## config.mk

```make
export PLATFORM = sky130hd
export DESIGN_NAME = clint_timer
export DESIGN_NICKNAME = d
export VERILOG_FILES = /design/src/rtl/cpu_defs_pkg.sv /design/src/rtl/clint_mtime_cnt.sv /design/src/rtl/clint_timer.sv
export SDC_FILE = /design/constraint.sdc
export NUM_CORES = 1
export LEC_CHECK = 0
export BUFFER_PORTS_ARGS = -buffer_cell sky130_fd_sc_hd__buf_4
export CORE_MARGIN = 2
export CORE_UTILIZATION = 55
export CTS_CLUSTER_DIAMETER = 50
export DETAILED_ROUTE_END_ITERATION = 8
export GPL_ROUTABILITY_DRIVEN = 1
export PLACE_DENSITY = 0.72
export SYNTH_ARGS = -nofsm -noshare
export SYNTH_HDL_FRONTEND = slang
export SYNTH_SLANG_ARGS = --single-unit
```

## constraint.sdc

```tcl
create_clock -name clk -period 2.8 [get_ports clk]
set_clock_uncertainty 0.15 [all_clocks]
set_input_delay 0.42 -clock clk [delete_from_list [all_inputs] [get_ports clk]]
set_output_delay 0.42 -clock clk [all_outputs]
set_load 0.005 [all_outputs]
```

## src/rtl/cpu_defs_pkg.sv

```systemverilog
// Shared CPU-side definitions: CLINT register offsets and a small offset decoder.
package cpu_defs_pkg;

  localparam logic [15:0] MSIP_OFF        = 16'h0000;
  localparam logic [15:0] MTIMECMP_LO_OFF = 16'h4000;
  localparam logic [15:0] MTIMECMP_HI_OFF = 16'h4004;
  localparam logic [15:0] MTIME_LO_OFF    = 16'hBFF8;
  localparam logic [15:0] MTIME_HI_OFF    = 16'hBFFC;

  typedef enum logic [2:0] {
    REG_MSIP,
    REG_CMP_LO,
    REG_CMP_HI,
    REG_MTIME_LO,
    REG_MTIME_HI,
    REG_NONE
  } clint_reg_e;

  function automatic clint_reg_e clint_decode(input logic [15:0] off);
    case (off)
      MSIP_OFF:        return REG_MSIP;
      MTIMECMP_LO_OFF: return REG_CMP_LO;
      MTIMECMP_HI_OFF: return REG_CMP_HI;
      MTIME_LO_OFF:    return REG_MTIME_LO;
      MTIME_HI_OFF:    return REG_MTIME_HI;
      default:         return REG_NONE;
    endcase
  endfunction

endpackage

```

## src/rtl/clint_mtime_cnt.sv

```systemverilog
// 64-bit mtime counter with a TICK_DIV prescaler; bus writes to either half override a tick.
module clint_mtime_cnt #(
  parameter int unsigned TICK_DIV = 1
) (
  input  logic        clk,
  input  logic        rst,
  input  logic        wr_lo,
  input  logic        wr_hi,
  input  logic [31:0] wdata,
  output logic [63:0] mtime
);

  localparam logic [15:0] PRESC_LAST = 16'(TICK_DIV - 1);

  logic [15:0] presc_q, presc_d;
  logic [63:0] mtime_q, mtime_d;
  logic        tick;

  always_comb begin
    tick    = (presc_q == PRESC_LAST);
    presc_d = tick ? 16'd0 : presc_q + 16'd1;
    mtime_d = tick ? mtime_q + 64'd1 : mtime_q;
    // A written half takes wdata verbatim; the other half keeps its value, no carry.
    if (wr_lo) mtime_d = {mtime_q[63:32], wdata};
    if (wr_hi) mtime_d = {wdata, mtime_q[31:0]};
  end

  always_ff @(posedge clk) begin
    if (rst) begin
      presc_q <= 16'd0;
      mtime_q <= 64'd0;
    end else begin
      presc_q <= presc_d;
      mtime_q <= mtime_d;
    end
  end

  assign mtime = mtime_q;

endmodule

```

## src/rtl/clint_timer.sv

```systemverilog
// Core-local interruptor: msip, mtimecmp and mtime behind a single-outstanding request/response bus.
// Handshake: a request moves on req_valid & req_ready, a response on rsp_valid & rsp_ready;
// the response is held unchanged until taken, and a new request is accepted only as it drains.
module clint_timer
  import cpu_defs_pkg::*;
#(
  parameter int unsigned TICK_DIV  = 1,
  parameter logic [31:0] BASE_ADDR = 32'h0200_0000
) (
  input  logic        clk,
  input  logic        cpurst,
  input  logic        bus_req_valid,
  output logic        bus_req_ready,
  input  logic        bus_req_we,
  input  logic [31:0] bus_req_addr,
  input  logic [31:0] bus_req_wdata,
  output logic        bus_rsp_valid,
  input  logic        bus_rsp_ready,
  output logic [31:0] bus_rsp_rdata,
  output logic        bus_rsp_err,
  output logic        mip_msip,
  output logic        mip_mtip
);

  logic        msip_q, msip_d;
  logic [63:0] mtimecmp_q, mtimecmp_d;
  logic [31:0] shadow_q, shadow_d;
  logic        mtip_q, mtip_d;
  logic        rsp_valid_q, rsp_valid_d;
  logic        rsp_err_q, rsp_err_d;
  logic [31:0] rsp_rdata_q, rsp_rdata_d;

  logic        accept;
  logic        addr_err;
  logic [15:0] off;
  clint_reg_e  sel;
  logic        mt_wr_lo, mt_wr_hi;
  logic [63:0] mtime;
  logic        unused_addr_hi;

  // Only the low half of the address is decoded; the window repeats across the upper bits.
  assign unused_addr_hi = ^bus_req_addr[31:16];

  assign bus_req_ready = !rsp_valid_q | bus_rsp_ready;
  assign accept        = bus_req_valid & bus_req_ready;
  assign off           = bus_req_addr[15:0] - BASE_ADDR[15:0];

  clint_mtime_cnt #(
    .TICK_DIV (TICK_DIV)
  ) u_mtime_cnt (
    .clk   (clk),
    .rst   (cpurst),
    .wr_lo (mt_wr_lo),
    .wr_hi (mt_wr_hi),
    .wdata (bus_req_wdata),
    .mtime (mtime)
  );

  always_comb begin
    sel         = clint_decode(off);
    addr_err    = (bus_req_addr[1:0] != 2'b00) || (sel == REG_NONE);
    msip_d      = msip_q;
    mtimecmp_d  = mtimecmp_q;
    shadow_d    = shadow_q;
    rsp_valid_d = rsp_valid_q;
    rsp_err_d   = rsp_err_q;
    rsp_rdata_d = rsp_rdata_q;
    mt_wr_lo    = 1'b0;
    mt_wr_hi    = 1'b0;
    mtip_d      = (mtime >= mtimecmp_q);

    if (accept) begin
      rsp_valid_d = 1'b1;
      rsp_err_d   = addr_err;
      rsp_rdata_d = 32'd0;
      if (!addr_err) begin
        if (bus_req_we) begin
          case (sel)
            REG_MSIP:     msip_d = bus_req_wdata[0];
            REG_CMP_LO:   mtimecmp_d = {mtimecmp_q[63:32], bus_req_wdata};
            REG_CMP_HI:   mtimecmp_d = {bus_req_wdata, mtimecmp_q[31:0]};
            REG_MTIME_LO: mt_wr_lo = 1'b1;
            REG_MTIME_HI: mt_wr_hi = 1'b1;
            default: ;
          endcase
        end else begin
          case (sel)
            REG_MSIP:     rsp_rdata_d = {31'd0, msip_q};
            REG_CMP_LO:   rsp_rdata_d = mtimecmp_q[31:0];
            REG_CMP_HI:   rsp_rdata_d = mtimecmp_q[63:32];
            // Low read snapshots the high half so a lo/hi read pair is coherent.
            REG_MTIME_LO: begin
              rsp_rdata_d = mtime[31:0];
              shadow_d    = mtime[63:32];
            end
            REG_MTIME_HI: rsp_rdata_d = shadow_q;
            default: ;
          endcase
        end
      end
    end else if (bus_rsp_ready) begin
      rsp_valid_d = 1'b0;
    end
  end

  always_ff @(posedge clk) begin
    if (cpurst) begin
      msip_q      <= 1'b0;
      mtimecmp_q  <= 64'hFFFF_FFFF_FFFF_FFFF;
      shadow_q    <= 32'd0;
      mtip_q      <= 1'b0;
      rsp_valid_q <= 1'b0;
      rsp_err_q   <= 1'b0;
      rsp_rdata_q <= 32'd0;
    end else begin
      msip_q      <= msip_d;
      mtimecmp_q  <= mtimecmp_d;
      shadow_q    <= shadow_d;
      mtip_q      <= mtip_d;
      rsp_valid_q <= rsp_valid_d;
      rsp_err_q   <= rsp_err_d;
      rsp_rdata_q <= rsp_rdata_d;
    end
  end

  assign bus_rsp_valid = rsp_valid_q;
  assign bus_rsp_err   = rsp_err_q;
  assign bus_rsp_rdata = rsp_rdata_q;
  assign mip_msip      = msip_q;
  assign mip_mtip      = mtip_q;

endmodule
```

==> qor.txt <==
Yosys reg bits: 212
Worst Reg-to-Reg Cells: 6
critical setup path kind: reg -> reg
Logic pwr share: 0.041
Flop pwr share: 0.435
warnings from Yosys: 0
Area after DPL: 13200 sq um
final instance area: 14300 sq um
Crit. End Element: register
slowest stage cell, crit path: or4_4
initial core utilization: 0.557
sequential-to-total area share from yosys stat: 0.363
asr flop ratio synth: 0
worst-margin pin slew: 740 ps
Period minus WS final: 2640 ps
syn avg cell area: 8.20 sq um
Hold Vio Cnt, Final: 0
status: finished, final reports clean
Layout Nets: 1711
area grow syn2layout: 22.4%
EDFF count, synth: 0
Min-Delay Path Class: in -> reg
clock power share: 0.524
Gate Count Post-Synth: 1424
Synth Flop Type: dfxtp_1
Die ar.: 22400 sq um
CTS Buf Count: 27
worst reg2reg setup slack: 160 ps
Net Sw Power: 1590 uW
RSZ-0062 raised after global routing: false
GRT Util Overall: 0.336
Max H-tree Level: 1
TritonCTS clock tree: done
Rows: 53
Setup Viol. Count Final: 0
most common cell after layout, fill and taps aside: nand2_1
post-route ant nets: 0
Vias: 11700
worst-skew pair later-pin latency: 550 ps
switch share: 0.227
most frequent cells in the layout: 220 x nand2_1, 212 x dfxtp_1, 185 x buf_4
Root Buffer: clkbuf_16
drt first pass iters: 8
critical path arrival: 2930 ps
Core Footprint: 21000 sq um
worst-path cell chain: nand4_1 > nor4_4 > nand4_4 > or4_4 > or3_1 > a31oi_1
worst r2r dst: u_mtime_cnt.mtime[60]
Post-Route WL: 37300 um
number of port buffers: 89
Worst-path clk slew: 60 ps
Max clock buf depth: 3
CTS Sinks: 212
Vias/cell: 6.24
worst path required time: 3100 ps
setup bufs post-CTS: 0
largest net degree at the start of global routing: 76
Iter 0 DRT Violations: 1127
Final Max Tran Viols: 0
pre-CTS setup slack: 114 ps
post-DR wirelength/cell: 19.9 um
P_int: 5380 uW
initial antenna violation count: 1
R2R Path Start: u_mtime_cnt.mtime[33]
vias in the first global route: 11300
Max Clk Rate: 379 MHz
die width: 150 um
Mapped Area: 11700 sq um
Worst VDD drop: 0.503 mV
HPWL Detailed: 26700 um
fin crit share: 0.942
number of I/O pins: 106
Critical Path Source Type: register
max-cap viol count: 0
gpl congestion: 0.988
final worst slack: 162 ps
first-pass GRT wire length: 59900 um
die height: 150 um
Netlist cell types: 73
crit path from: u_mtime_cnt.mtime[33]
Rel. slew slack: 0.500
grt ovf: 0
DRC violations left: 0
syn_nets: 1560
Worst Path Max Fanout: 6
Power Density: 487 nW/um^2
Leakage: 0.00608 uW
Critical Path End: u_mtime_cnt.mtime[60]
layout cells sized above 1: 0.188
slowest cell delay on critical path: 510 ps
final setup TNS: 0 ps
-- per-stage QoR --
stage                      util  total power, uW  std cells  hold slack, ps
after CTS                 0.681             6990       1871           0.247
after floorplan               -             3200       1424             278
after global placement    0.629             3360       1805             285
after global routing      0.682             7130       1871            11.0
after detailed placement  0.629             3360       1805             289
final                     0.682             6970       1872            3.65
-- kinds of logic (layout without fill, tap and decap cells) --
logic type,count (synthesis),after routing,share of synthesized area
and+or+nand+nor,560,560,0.241
other,0,1,0
adders and majority gates,67,67,0.0718
xor gates and xnor gates,52,52,0.0390
AOI/OAI and AO/OA,335,335,0.198
muxes,34,34,0.0323
DFF,212,212,0.363
buffers and inverters,164,336,0.0550
-- worst max-delay path: cells and delay by family (launching register included) --
kind | cells | cell delay, ps
flip-flops | 1 | 460
AND/OR/NAND/NOR | 5 | 1680
AO/OA/AOI/OAI | 1 | 240
-- state kept, by name (all words and copies together) (netlist names) --
register / flops
bus_rsp_rdata: 32
mip_mtip: 1
shadow_q: 32
mtimecmp_q: 64
bus_rsp_err: 1
u_mtime_cnt.presc_q: 16
bus_rsp_valid: 1
u_mtime_cnt.mtime: 64
mip_msip: 1
-- synthesized netlist by cell type, types with 5 or more instances --
library cell / n / area [sq um]
xnor2_1: 30 / 263
a21oi_1: 69 / 345
xor2_1: 22 / 193
o21ai_0: 64 / 320
and3_1: 22 / 138
or3_1: 6 / 37.5
ha_1: 67 / 838
mux2i_1: 5 / 50.1
a22oi_1: 6 / 45.0
and4_1: 11 / 96.3
clkbuf_1: 69 / 259
nor4_1: 23 / 144
mux2_2: 29 / 327
nor2_1: 93 / 349
nand2b_1: 5 / 31.3
a211oi_1: 48 / 360
a222oi_1: 31 / 310
o21a_1: 5 / 37.5
buf_2: 9 / 45.0
nand3_1: 39 / 195
nor3_1: 39 / 195
nand4_1: 38 / 238
dfxtp_1: 212 / 4240
o211ai_1: 69 / 518
and2_1: 34 / 213
nand2_1: 220 / 826
inv_1: 80 / 300
a31oi_1: 5 / 31.3
-- routing by layer --
| metal | wire length, um | global-route usage |
|---|---|---|
| met1 | 16000 | 0.461 |
| met2 | 16900 | 0.535 |
| met3 | 3080 | 0.0530 |
| met4 | 1300 | 0.123 |
| met5 | 0 | 0 |
-- worst min-delay path by stage --
stage | from | to | slack (ps) | cells past startpoint
final | bus_req_wdata[7] | mtimecmp_q[39] | 4 | 3
after global routing | bus_req_wdata[7] | mtimecmp_q[7] | 10 | 3
after CTS | bus_req_wdata[7] | mtimecmp_q[39] | 0.2 | 3
after detailed placement | shadow_q[12] | shadow_q[12] | 290 | 2
after global placement | shadow_q[29] | shadow_q[29] | 280 | 2
after floorplan | shadow_q[9] | shadow_q[9] | 280 | 2
-- area by class of cell --
class / count / area (sq um)
clock inverter: 17 / 204
multi-input combinational: 1048 / 6830
antenna: 1 / 2.50
inverter: 81 / 305
tap: 275 / 344
sequential: 212 / 4240
clock buffer: 33 / 738
timing repair buffer: 205 / 1630
fill: 1772 / 6660
-- repair_timing --
action                                 CTS  global route
hold buffers                            16             0
endpoints found under the hold margin   22             0
resized for setup                        0             5
setup endpoints to repair                0             4
-- power groups by stage --
stage | clock, uW | combinational [uW] | sequential (uW)
6_report | 3650 | 287 | 3030
5_1_grt | 3800 | 305 | 3030
4_1_cts | 3680 | 283 | 3030
3_5_place_dp | 0 | 264 | 3090
3_3_place_gp | 0 | 262 | 3090
2_1_floorplan | 0 | 107 | 3090
(Power assumes the default switching activity.)
